<file path="config.mk">
export PLATFORM = sky130hd
export DESIGN_NAME = imem_loader_flat
export DESIGN_NICKNAME = d
export VERILOG_FILES = /design/src/rtl/imem_loader_if.sv /design/src/rtl/imem_loader.sv /design/src/flat_wrapper.sv
export SDC_FILE = /design/constraint.sdc
export NUM_CORES = 1
export LEC_CHECK = 0
export ABC_CLOCK_PERIOD_IN_PS = 4800
export CORE_MARGIN = 5
export CORE_UTILIZATION = 45
export CTS_CLUSTER_SIZE = 14
export DETAILED_ROUTE_END_ITERATION = 7
export GPL_TIMING_DRIVEN = 0
export PLACE_DENSITY = 0.77
export SYNTH_ARGS = -nofsm -noshare
export SYNTH_HDL_FRONTEND = slang
export SYNTH_SLANG_ARGS = --single-unit
</file>
<file path="constraint.sdc">
create_clock -name clk -period 4.8 [get_ports clk]
set_clock_uncertainty 0.05 [all_clocks]
set_input_delay 1.44 -clock clk [delete_from_list [all_inputs] [get_ports clk]]
set_output_delay 1.44 -clock clk [all_outputs]
set_load 0.01 [all_outputs]
</file>
<file path="src/rtl/imem_loader_if.sv">
// Byte-stream and instruction-memory write bus for the boot loader.
// The loader connects through the slave modport, the stream source through master.
interface imem_loader_if #(
    parameter int ADDR_W  = 15,
    parameter int I_WIDTH = 32
);
    logic               byte_valid;
    logic [7:0]         byte_data;
    logic               byte_ready;
    logic               im_we;
    logic [ADDR_W-1:0]  im_addr;
    logic [I_WIDTH-1:0] im_wdata;

    modport master (
        output byte_valid, byte_data,
        input  byte_ready, im_we, im_addr, im_wdata
    );

    modport slave (
        input  byte_valid, byte_data,
        output byte_ready, im_we, im_addr, im_wdata
    );
endinterface

</file>
<file path="src/rtl/imem_loader.sv">
// Boot-time instruction memory loader.
// Parses LEN_LO, LEN_HI, N little-endian words and a trailing XOR checksum.
module imem_loader #(
    parameter int I_WIDTH = 32,
    parameter int IMEM_SZ = 2**15,
    parameter int ADDR_W  = $clog2(IMEM_SZ)
) (
    input  logic         clk,
    input  logic         rst_n,
    input  logic         start,
    imem_loader_if.slave bus,
    output logic         busy,
    output logic         done,
    output logic         err
);
    typedef enum logic [2:0] {
        S_IDLE, S_LEN_LO, S_LEN_HI, S_DATA,
        S_CSUM, S_DONE, S_ERR
    } state_t;

    state_t             state_q, state_d;
    logic [7:0]         len_lo_q, len_lo_d;
    logic [15:0]        len_q, len_d;
    logic [16:0]        widx_q, widx_d;
    logic [1:0]         bcnt_q, bcnt_d;
    logic [I_WIDTH-1:0] asm_q, asm_d;
    logic [7:0]         csum_q, csum_d;
    logic               we_q, we_d;
    logic [ADDR_W-1:0]  addr_q, addr_d;
    logic [I_WIDTH-1:0] wdata_q, wdata_d;

    logic        ready;
    logic        xfer;
    logic        start_ok;
    logic [15:0] n_full;
    logic        too_big;
    logic        word_end;
    logic        last_word;

    assign xfer      = bus.byte_valid & ready;
    assign start_ok  = start & ((state_q == S_IDLE) |
                                (state_q == S_DONE) |
                                (state_q == S_ERR));
    assign n_full    = {bus.byte_data, len_lo_q};
    assign too_big   = {16'd0, n_full} > 32'(IMEM_SZ);
    assign word_end  = (bcnt_q == 2'd3);
    assign last_word = (widx_q + 17'd1) == {1'b0, len_q};

    // State register
    always_ff @(posedge clk or negedge rst_n) begin
        if (!rst_n) state_q <= S_IDLE;
        else        state_q <= state_d;
    end

    // Next-state logic; start is only honoured when no load is running
    always_comb begin
        state_d = state_q;
        unique case (state_q)
            S_IDLE, S_DONE, S_ERR: begin
                if (start) state_d = S_LEN_LO;
            end
            S_LEN_LO: begin
                if (xfer) state_d = S_LEN_HI;
            end
            S_LEN_HI: begin
                if (xfer) begin
                    if (too_big)             state_d = S_ERR;
                    else if (n_full == '0)   state_d = S_CSUM;
                    else                     state_d = S_DATA;
                end
            end
            S_DATA: begin
                if (xfer && word_end && last_word) state_d = S_CSUM;
            end
            S_CSUM: begin
                if (xfer) state_d = (bus.byte_data == csum_q) ? S_DONE : S_ERR;
            end
            default: state_d = S_IDLE;
        endcase
    end

    // Status outputs decoded from state; busy also covers the trailing write
    always_comb begin
        ready = (state_q == S_LEN_LO) | (state_q == S_LEN_HI) |
                (state_q == S_DATA)   | (state_q == S_CSUM);
        busy  = ready | we_q;
        done  = (state_q == S_DONE);
        err   = (state_q == S_ERR);
    end

    assign bus.byte_ready = ready;
    assign bus.im_we      = we_q;
    assign bus.im_addr    = addr_q;
    assign bus.im_wdata   = wdata_q;

    // Datapath: length capture, word assembly, checksum and write strobe
    always_comb begin
        len_lo_d = len_lo_q;
        len_d    = len_q;
        widx_d   = widx_q;
        bcnt_d   = bcnt_q;
        asm_d    = asm_q;
        csum_d   = csum_q;
        we_d     = 1'b0;
        addr_d   = addr_q;
        wdata_d  = wdata_q;
        if (start_ok) begin
            len_lo_d = '0;
            len_d    = '0;
            widx_d   = '0;
            bcnt_d   = '0;
            asm_d    = '0;
            csum_d   = '0;
        end else if (xfer) begin
            unique case (state_q)
                S_LEN_LO: len_lo_d = bus.byte_data;
                S_LEN_HI: len_d    = n_full;
                S_DATA: begin
                    asm_d[{bcnt_q, 3'b000} +: 8] = bus.byte_data;
                    csum_d = csum_q ^ bus.byte_data;
                    bcnt_d = bcnt_q + 2'd1;
                    if (word_end) begin
                        we_d    = 1'b1;
                        wdata_d = {bus.byte_data, asm_q[23:0]};
                        addr_d  = widx_q[ADDR_W-1:0];
                        widx_d  = widx_q + 17'd1;
                    end
                end
                default: ;
            endcase
        end
    end

    // Datapath registers; reset drops any pending write
    always_ff @(posedge clk or negedge rst_n) begin
        if (!rst_n) begin
            len_lo_q <= '0;
            len_q    <= '0;
            widx_q   <= '0;
            bcnt_q   <= '0;
            asm_q    <= '0;
            csum_q   <= '0;
            we_q     <= 1'b0;
            addr_q   <= '0;
            wdata_q  <= '0;
        end else begin
            len_lo_q <= len_lo_d;
            len_q    <= len_d;
            widx_q   <= widx_d;
            bcnt_q   <= bcnt_d;
            asm_q    <= asm_d;
            csum_q   <= csum_d;
            we_q     <= we_d;
            addr_q   <= addr_d;
            wdata_q  <= wdata_d;
        end
    end
endmodule

</file>
<file path="src/flat_wrapper.sv">
// flat-port wrapper written by rule: the top's interface ports become plain ports
module imem_loader_flat 
#(
    parameter int I_WIDTH = 32,
    parameter int IMEM_SZ = 2**15,
    parameter int ADDR_W  = $clog2(IMEM_SZ)
)
  (clk, rst_n, start, busy, done, err, bus_byte_valid, bus_byte_data, bus_byte_ready, bus_im_we, bus_im_addr, bus_im_wdata);
  imem_loader_if #(.ADDR_W(ADDR_W), .I_WIDTH(I_WIDTH)) bus_i ();
  input  logic clk;
  input  logic rst_n;
  input  logic start;
  output logic busy;
  output logic done;
  output logic err;
  input wire logic [$bits(bus_i.byte_valid)-1:0] bus_byte_valid;
  input wire logic [$bits(bus_i.byte_data)-1:0] bus_byte_data;
  output wire logic [$bits(bus_i.byte_ready)-1:0] bus_byte_ready;
  output wire logic [$bits(bus_i.im_we)-1:0] bus_im_we;
  output wire logic [$bits(bus_i.im_addr)-1:0] bus_im_addr;
  output wire logic [$bits(bus_i.im_wdata)-1:0] bus_im_wdata;
  assign bus_i.byte_valid = bus_byte_valid;
  assign bus_i.byte_data = bus_byte_data;
  assign bus_byte_ready = bus_i.byte_ready;
  assign bus_im_we = bus_i.im_we;
  assign bus_im_addr = bus_i.im_addr;
  assign bus_im_wdata = bus_i.im_wdata;
  imem_loader #(.I_WIDTH(I_WIDTH), .IMEM_SZ(IMEM_SZ), .ADDR_W(ADDR_W)) u_core (.clk(clk), .rst_n(rst_n), .start(start), .bus(bus_i), .busy(busy), .done(done), .err(err));
endmodule
</file>
==> out/metrics.yaml, run 1 <==
status:
  outcome: "finished, final reports clean"
critical_path:
  crit_type: "register to output pin"
  arrival_ns: 2.39
  r2r_start: "u_core.widx_q[1]"
  r2r_slack_ns: 1.94
  r2r_end: "u_core.state_q[1]"
  crit_path_start_kind: "register"
  ff2ff_path_depth: 9
  end_kind: "output pin"
  crit_required_ns: 3.31
  critical_path.max_fanout: 10
timing:
  fmax_mhz: 258
  maxSlewViolCount: 0
  fin_crit_sh_pct: 80.9
  min_period_ns: 3.88
  worst_pin_slew_ns: 0.726
  hold_violations: 0
  final-setup-viol-count: 0
  rsz0062_at_grt: "false"
  relSlewSlack_pct: 51.6
cts:
  insertion_delay_ns: 0.42
  cts_buffer_depth: 2
  cts_sinks: 126
  cts_root_buf: "clkbuf_16"
  path_clk_slew_ns: 0.06
  cts_resized: 0
  cts_buffers: 17
  ctsHoldBuffers: 0
  postCtsSetupRepairBufs: 0
  cts_tree: "done"
  htree_num_levels: 4
global_route:
  antenna_found_initial: 0
  grt_start_max_net_pins: 74
  grtUsageTotal_pct: 19.8
  grt_overflow: 0
  grt_pass1_wl_mm: 25.6
  grt_pass1_vias: 4992
detailed_routing:
  viasPerCell: 5.34
  detail_route.wl_per_cell_um: 16.0
  vias: 5107
  drt_iter0_markers: 567
  post-route-drc-count: 0
  dr.pass1.iters: 5
  drt_wl_total_mm: 15.3
  drtAntennaViolNets: 0
final_layout:
  finish.instance_area_um2: 7500
  final_cells: 956
  layout-drive-gt1-share_pct: 6.92
  nNetsFinal: 785
  antenna_cells: 0
  syn_to_final_growth_pct: 23.7
min_path:
  min_to: "u_core.bus.im_wdata[17]"
  min_path_cells: 2
  hold_path.class: "register to register"
  hold_start: "u_core.asm_q[17]"
yosys:
  netlist_instances: 692
  async_flop_share_pct: 100
  avgSynthCellArea_um2: 8.76
  synth_area_um2: 6060
  synth_top_cell_by_area: "dfrtp_1"
  ys_ff_latch: 126
  synthTopCellsByArea: "dfrtp_1, nand2_1, xnor2_1"
  synth_top_area_share_pct: 52.0
  synth_top_flop_cell: "dfrtp_1"
  ys_seq_area_share_pct: 52.0
  ys_types: 51
  syn_nets: 710
  yosys_warnings: 0
  synth_edf_count: 0
floorplan:
  fp.coreArea_um2: 13200
  initial_utilization_pct: 45.8
  die_area_um2: 15900
  die_x_um: 126
  ioPinCount: 64
  die_height_um: 126
  rows: 42
placement:
  place_congestion: 0.847
  hpwl_mm: 10.1
  port_buffers: 55
  placed_cells: 924
  placed_area_um2: 6860
flow_run:
  cap_violations: 0
power:
  p_per_area_nw_per_um2: 587
  p_leak_uw: 0.00347
  vdd_drop_max_mv: 0.316
  total_power_uw: 4400
final cells by class:
class                      count  area (um2)
fill                        1182        5750
sequential                   126        3150
multi-input combinational    508        2670
timing repair buffer          56         579
clock buffer                  18         429
tap                          176         220
buffer                        52         218
clock inverter                14         205
inverter                       6        22.5
worst max path at each step:
| stage | start | depth (start not counted) | slack, ns | to |
|---|---|---|---|---|
| final | u_core.state_q[2] | 5 | 0.92 | busy |
| after global routing | u_core.state_q[2] | 5 | 0.84 | busy |
| after CTS | u_core.state_q[2] | 5 | 0.94 | busy |
| after detailed placement | bus_byte_valid | 8 | 0.84 | u_core.state_q[0] |
| after global placement | rst_n | 1 | -2.70 | u_core.asm_q[20] |
| after floorplan | bus_byte_data[3] | 8 | 1.86 | u_core.state_q[2] |
metal layers:
metal  wire length [um]  global-route usage, %  part of all wire [%]
met4                178                   5.80                   1.2
met2               7460                   31.4                    49
met3                816                   4.87                   5.3
met1               6830                   27.1                    45
met5                  0                      0                     0
worst max-delay path, stage by stage, from the launching register on:
cell	delay, ns
dfrtp_1	0.33
clkbuf_1	0.25
clkbuf_1	0.37
xnor2_1	0.24
or2_2	0.31
clkdlybuf4s50_1	0.48
cells in the final DEF (no fill, tap or decap), drive strengths merged, types with 2 or more instances in the layout:
cell type      netlist  layout
nand2              236     236
dfrtp              126     126
clkbuf              37      55
clkdlybuf4s50        0      54
a21oi               44      44
o21ai               39      39
xnor2               29      29
nor2                25      25
nand3               23      23
xor2                17      17
buf                 15      17
inv                  6      12
nand4               11      11
and3                 8       8
o31ai                7       7
a22o                 7       7
and2                 6       6
ha                   6       6
and4                 5       5
nor4                 4       4
a211oi               4       4
bufinv               0       4
nor3                 4       4
a31oi                3       3
or3                  3       3
nor2b                3       3
o22ai                2       2
and4b                2       2
mux2i                2       2
clkinvlp             0       2
clkinv               0       2
o41ai                2       2
power by group:
part           switching (uW)  internal [uW]  total, uW
clock network             503            880       1380
registers                 219           1360       1580
logic                     815            626       1440
total                    1540           2860       4400
metrics by stage:
step | TNS, ns | hold WS (ns) | utilization [%] | setup WS [ns]
after CTS | 0 | 0.416 | 56.6 | 0.938
final | 0 | 0.418 | 56.6 | 0.918
after floorplan | 0 | 0.389 | - | 1.86
after global routing | 0 | 0.439 | 56.6 | 0.837
after global placement | -338.48 | 0.398 | 51.6 | -2.70
after detailed placement | 0 | 0.402 | 51.8 | 0.839
registers in the layout, summed over array words and instances (netlist names):
signal / cells
u_core.bus.im_we: 1
u_core.len_lo_q: 8
u_core.bus.im_addr: 15
u_core.bus.im_wdata: 32
u_core.bcnt_q: 2
u_core.csum_q: 8
u_core.widx_q: 17
u_core.asm_q: 24
u_core.state_q: 3
u_core.len_q: 16
Yosys cell counts, types with 5 or more instances:
| cell | number |
|---|---|
| a21oi_1 | 44 |
| xnor2_1 | 29 |
| ha_1 | 6 |
| and2_1 | 6 |
| o31ai_1 | 7 |
| a22o_1 | 7 |
| nand2_1 | 235 |
| clkbuf_1 | 36 |
| inv_1 | 6 |
| xor2_1 | 17 |
| and4_1 | 5 |
| buf_2 | 11 |
| dfrtp_1 | 126 |
| and3_1 | 8 |
| nor2_1 | 25 |
| nand4_1 | 11 |
| nand3_1 | 22 |
| o21ai_0 | 39 |
cell families after synthesis:
| logic type | Yosys count | synth area share [%] |
|---|---|---|
| AND/OR/NAND/NOR | 336 | 24.1 |
| XOR/XNOR | 46 | 6.65 |
| adder cells (fa/ha/maj) | 6 | 1.24 |
| multiplexers | 3 | 0.516 |
| buffers and inverters | 58 | 3.96 |
| flip-flops | 126 | 52.0 |
| AO/OA/AOI/OAI | 117 | 11.5 |
Power figures use the tool's default switching activity.
==> run 2, diff against run 1 <==
--- a/config.mk
+++ b/config.mk
@@ -5,13 +5,13 @@
 export SDC_FILE = /design/constraint.sdc
 export NUM_CORES = 1
 export LEC_CHECK = 0
-export ABC_CLOCK_PERIOD_IN_PS = 4800
+export ABC_CLOCK_PERIOD_IN_PS = 3500
 export CORE_MARGIN = 5
 export CORE_UTILIZATION = 45
 export CTS_CLUSTER_SIZE = 14
 export DETAILED_ROUTE_END_ITERATION = 7
 export GPL_TIMING_DRIVEN = 0
-export PLACE_DENSITY = 0.77
+export PLACE_DENSITY = 0.79
 export SYNTH_ARGS = -nofsm -noshare
 export SYNTH_HDL_FRONTEND = slang
 export SYNTH_SLANG_ARGS = --single-unit
==> constraint.sdc (replaced) <==
create_clock -name clk -period 3.5 [get_ports clk]
set_clock_uncertainty 0.05 [all_clocks]
set_input_delay 1.05 -clock clk [delete_from_list [all_inputs] [get_ports clk]]
set_output_delay 1.05 -clock clk [all_outputs]
set_load 0.01 [all_outputs]
==> run 2 against run 1 <==
Effect of this change:
- global-route usage is 0.10 points higher
- hold slack improved by 0.0019 ns
- critical path depth is the same
- register-to-register slack got worse by 1.3 ns
- design area is 0.53% lower
- first-iteration DRC count rose by 24%
- routed wire length up 1.6%
- non-clock buffer count stayed put
- die area unchanged
- clock-buffer cell count increased by 1
- critical path type unchanged
==> out/metrics.yaml, run 2 (synthesized netlist as in run 1, its figures left out) <==
final_layout:
  antenna_cells: 0
  finish.instance_area_um2: 7460
  finish.utilization_pct: 56.3
  layout-drive-gt1-share_pct: 7.18
  largest_reg_flops: 32
  final_cells: 956
  nNetsFinal: 785
  final_cell_mix: "nand2_1, dfrtp_1, clkdlybuf4s50_1"
  mostFrequentLayoutCell: "nand2_1"
  syn_to_final_growth_pct: 23.0
power:
  switching_share_pct: 35.6
  seqPwrFrac_pct: 36.7
  intPower_uw: 3810
  p_leak_uw: 0.00345
  total_power_uw: 5920
  p_per_area_nw_per_um2: 793
  pwr-share-clk_pct: 29.7
  power.switching_uw: 2110
  p_comb_share_pct: 33.6
  vdd_drop_max_mv: 0.366
timing:
  final-setup-viol-count: 0
  worst_pin_slew_ns: 0.692
  fin_crit_sh_pct: 95.3
  fmax_mhz: 300
  rsz0062_at_grt: "false"
  min_period_ns: 3.34
  hold_ws_ns: 0.420
  hold_violations: 0
  maxSlewViolCount: 0
  relSlewSlack_pct: 53.9
cts:
  htree_num_levels: 4
  cts_buffer_depth: 2
  cts_root_buf: "clkbuf_16"
  cts_resized: 0
  postCtsSetupRepairBufs: 0
  insertion_delay_ns: 0.42
  cts_sinks: 126
  cts_tree: "done"
  cts_buffers: 17
  path_clk_slew_ns: 0.05
  ctsHoldBuffers: 0
detailed_routing:
  viasPerCell: 5.43
  detail_route.wl_per_cell_um: 16.2
  drtAntennaViolNets: 0
  wl_met2_mm: 7.52
  drt-met1-wl_mm: 6.63
  drt_wl_total_mm: 15.5
  dr_wl_met3_mm: 1.04
  top_layer: "met4"
  dr.pass1.iters: 6
  vias: 5191
  post-route-drc-count: 0
  drt_iter0_markers: 702
placement:
  place_congestion: 0.882
  port_buffers: 55
  placed_cells: 924
  hpwl_mm: 10.1
  placed_area_um2: 6860
status:
  outcome: "finished, final reports clean"
floorplan:
  fp.coreArea_um2: 13200
  ioPinCount: 64
  die_x_um: 126
  initial_utilization_pct: 45.8
  rows: 42
  die_area_um2: 15900
  die_height_um: 126
critical_path:
  end_kind: "output pin"
  crit_type: "register to output pin"
  ff2ff_path_depth: 9
  critical_path.max_fanout: 10
  cpMaxStageDelayCell: "clkdlybuf4s50_1"
  arrival_ns: 2.24
  cpPeakStageDelay_ns: 0.53
  path_cells: "clkbuf_1, clkbuf_2, xnor2_1, or2_2, clkdlybuf4s50_1"
  crit_path_start_kind: "register"
  crit_required_ns: 2.40
global_route:
  grt_overflow: 0
  grt_pass1_wl_mm: 25.5
  grtUsageTotal_pct: 19.9
  grt_pass1_vias: 4989
  grt_start_max_net_pins: 94
  antenna_found_initial: 0
min_path:
  hold_path.class: "register to register"
  min_path_cells: 2
flow_run:
  cap_violations: 0
run 2: cell types whose count changed in the layout (fill, tap and decap cells not counted), sizes merged:
cell / previous run / this run
clkinvlp: 2 / 4
bufinv: 4 / 2
clkinv: 2 / 6
inv: 12 / 7
clkbuf: 55 / 56
run 2: per-stage QoR:
| step | TNS, ns | setup slack, ns |
|---|---|---|
| 4_1_cts | 0 | 0.0380 |
| 6_report | 0 | 0.164 |
| 5_1_grt | 0 | 0.0371 |
| 2_1_floorplan | 0 | 0.954 |
| 3_3_place_gp | -449.29 | -3.58 |
| 3_5_place_dp | 0 | 0.0117 |
run 2: area by class of cell:
type	count	area [um2]
Fill cell	1187	5790
Sequential cell	126	3150
Multi-Input combinational cell	508	2670
Timing Repair Buffer	56	579
Clock buffer	19	453
Tap cell	176	220
Buffer	52	219
Clock inverter	13	140
Inverter	6	22.5
run 2: routing by layer:
metal | track usage, % | up-vias
met5 | 0 | -
met4 | 6.88 | 0
met3 | 4.61 | 38
met2 | 31.9 | 197
met1 | 26.7 | 2498
li1 | - | 2458
run 2: path summary, 6_finish.rpt:
| check | startpoint | end | slack (ns) |
|---|---|---|---|
| min | u_core.bus.im_addr[7] | u_core.bus.im_addr[7] | 0.42 |
| max | u_core.state_q[2] | busy | 0.16 |
| max in group asynchronous | rst_n | u_core.asm_q[15] | 2.19 |
| min reg2reg | u_core.bus.im_addr[7] | u_core.bus.im_addr[7] | 0.42 |
| min in group asynchronous | rst_n | u_core.bus.im_addr[2] | 0.46 |
| max reg2reg | u_core.widx_q[1] | u_core.state_q[0] | 0.65 |
run 2: power groups by stage:
stage | logic [uW] | clock network [uW] | registers [uW]
after floorplan | 1240 | 0 | 2170
after global placement | 1900 | 0 | 2160
after detailed placement | 1950 | 0 | 2180
after CTS | 1990 | 1760 | 2160
after global routing | 2200 | 1840 | 2220
final | 1990 | 1750 | 2170
run 2: critical path, delay by kind of cell (launching register included):
kind	cells	cell delay, ns
buffers and inverters	3	0.92
DFF	1	0.35
and+or+nand+nor	1	0.18
xor gates and xnor gates	1	0.37
==> run 3, diff against run 2 <==
--- a/config.mk
+++ b/config.mk
@@ -8,6 +8,7 @@
 export ABC_CLOCK_PERIOD_IN_PS = 3500
 export CORE_MARGIN = 5
 export CORE_UTILIZATION = 45
+export CTS_BUF_LIST = sky130_fd_sc_hd__clkbuf_16
 export CTS_CLUSTER_SIZE = 14
 export DETAILED_ROUTE_END_ITERATION = 7
 export GPL_TIMING_DRIVEN = 0
==> run 3 against run 2 <==
Effect of this change:
- register-to-register slack about the same
- design area down 0.27%
- critical path depth unchanged
- fmax up 0.14%
- clock power down 3%
- hold slack about the same
- die area unchanged
- sequential power about the same
- total power down 1.0%
==> out/metrics.yaml, run 3 (synthesized netlist as in run 1, its figures left out) <==
status:
  outcome: "finished, final reports clean"
timing:
  final-setup-viol-count: 0
  hold_ws_ns: 0.420
  worst_pin_slew_ns: 0.692
  fin_crit_sh_pct: 95.2
  min_period_ns: 3.33
  finalWorstSetupSlack_ns: 0.168
  fmax_mhz: 300
  hold_violations: 0
  rsz0062_at_grt: "false"
  maxSlewViolCount: 0
  relSlewSlack_pct: 53.8
cts:
  cts_tree: "done"
  postCtsSetupRepairBufs: 0
  insertion_delay_ns: 0.41
  cts_root_buf: "clkbuf_16"
  path_clk_slew_ns: 0.06
  htree_num_levels: 4
  cts_buffer_depth: 2
  cts_buffers: 17
  cts_sinks: 126
min_path:
  min_path_cells: 2
  hold_path.class: "register to register"
  hold_start: "u_core.bus.im_addr[7]"
  min_to: "u_core.bus.im_addr[7]"
critical_path:
  r2r_slack_ns: 0.64
  crit_required_ns: 2.40
  arrival_ns: 2.23
  crit_type: "register to output pin"
  end_kind: "output pin"
  r2r_start: "u_core.widx_q[1]"
  crit_path_start: "u_core.state_q[2]"
  critical_path.max_fanout: 10
  crit_path_start_kind: "register"
  r2r_end: "u_core.state_q[0]"
  cpPeakStageDelay_ns: 0.53
  path_cells: "clkbuf_1, clkbuf_2, xnor2_1, or2_2, clkdlybuf4s50_1"
  ff2ff_path_depth: 9
  cpMaxStageDelayCell: "clkdlybuf4s50_1"
detailed_routing:
  drt_wl_total_mm: 15.4
  dr.pass1.iters: 7
  viasPerCell: 5.49
  drt-met1-wl_mm: 6.72
  post-route-drc-count: 0
  drt_iter0_markers: 645
  vias: 5245
  detail_route.wl_per_cell_um: 16.1
  dr_wl_met3_um: 958
  top_layer: "met4"
  wl_met2_mm: 7.44
  drtAntennaViolNets: 0
final_layout:
  largest_reg_flops: 32
  finish.instance_area_um2: 7440
  syn_to_final_growth_pct: 22.7
  final_cells: 956
  layout-drive-gt1-share_pct: 6.92
  mostFrequentLayoutCell: "nand2_1"
  nNetsFinal: 785
  final_cell_mix: "nand2_1, dfrtp_1, clkdlybuf4s50_1"
  antenna_cells: 0
power:
  total_power_uw: 5850
  p_leak_uw: 0.00344
  p_per_area_nw_per_um2: 787
  vdd_drop_max_mv: 0.367
global_route:
  grtUsageTotal_pct: 19.8
  antenna_found_initial: 0
  grt_pass1_vias: 4962
  grt_pass1_wl_mm: 25.4
  grt_overflow: 0
  grt_start_max_net_pins: 94
floorplan:
  ioPinCount: 64
  die_area_um2: 15900
  initial_utilization_pct: 45.8
  die_height_um: 126
  die_x_um: 126
  rows: 42
  fp.coreArea_um2: 13200
placement:
  hpwl_mm: 10.1
  place_congestion: 0.882
  placed_cells: 924
  port_buffers: 55
  dp_slack_ns: 0.0117
  placed_area_um2: 6860
flow_run:
  cap_violations: 0
[run 3: critical path: cells and delay by family, from the launching register on]
family	cells	cell delay (ns)
XOR/XNOR	1	0.37
AND/OR/NAND/NOR	1	0.18
flip-flops	1	0.35
buffers and inverters	3	0.92
[run 3: metrics by stage]
| step | setup TNS [ns] | util, % |
|---|---|---|
| 6_report | 0 | 56.2 |
| 5_1_grt | 0 | 56.2 |
| 4_1_cts | 0 | 56.1 |
| 3_5_place_dp | 0 | 51.8 |
| 3_3_place_gp | -449.29 | 51.6 |
| 2_1_floorplan | 0 | - |
[run 3: cell type report]
cell class,instances,area (um2)
Multi-Input combinational cell,508,2670
Buffer,52,219
Clock buffer,17,425
Inverter,6,22.5
Tap cell,176,220
Fill cell,1187,5810
Sequential cell,126,3150
Timing Repair Buffer,56,579
Clock inverter,15,148
[run 3: layer usage]
layer,GRT usage (%),up-vias
li1,-,2458
met1,27.0,2551
met2,31.5,206
met3,4.15,30
met4,6.81,0
met5,0,-
[run 3: worst max path at each step]
stage / slack [ns] / endpoint / cells past startpoint
finish: 0.17 / busy / 5
global route: 0.04 / busy / 5
CTS: 0.04 / busy / 5
detailed placement: 0.01 / u_core.state_q[0] / 8
global placement: -3.58 / u_core.bus.im_wdata[20] / 1
floorplan: 0.95 / u_core.state_q[2] / 8
[run 3: report_power, final]
group / leakage (uW) / total (uW) / switching [uW] / internal [uW]
Clock: 0.000270 / 1700 / 662 / 1040
Combinational: 0.00147 / 1980 / 1120 / 861
Sequential: 0.00170 / 2170 / 304 / 1860
[run 3: what timing repair did]
item                       in CTS  in global routing
resized for setup               0                  2
setup endpoints to repair       0                  1
hold buffers                    0                  0
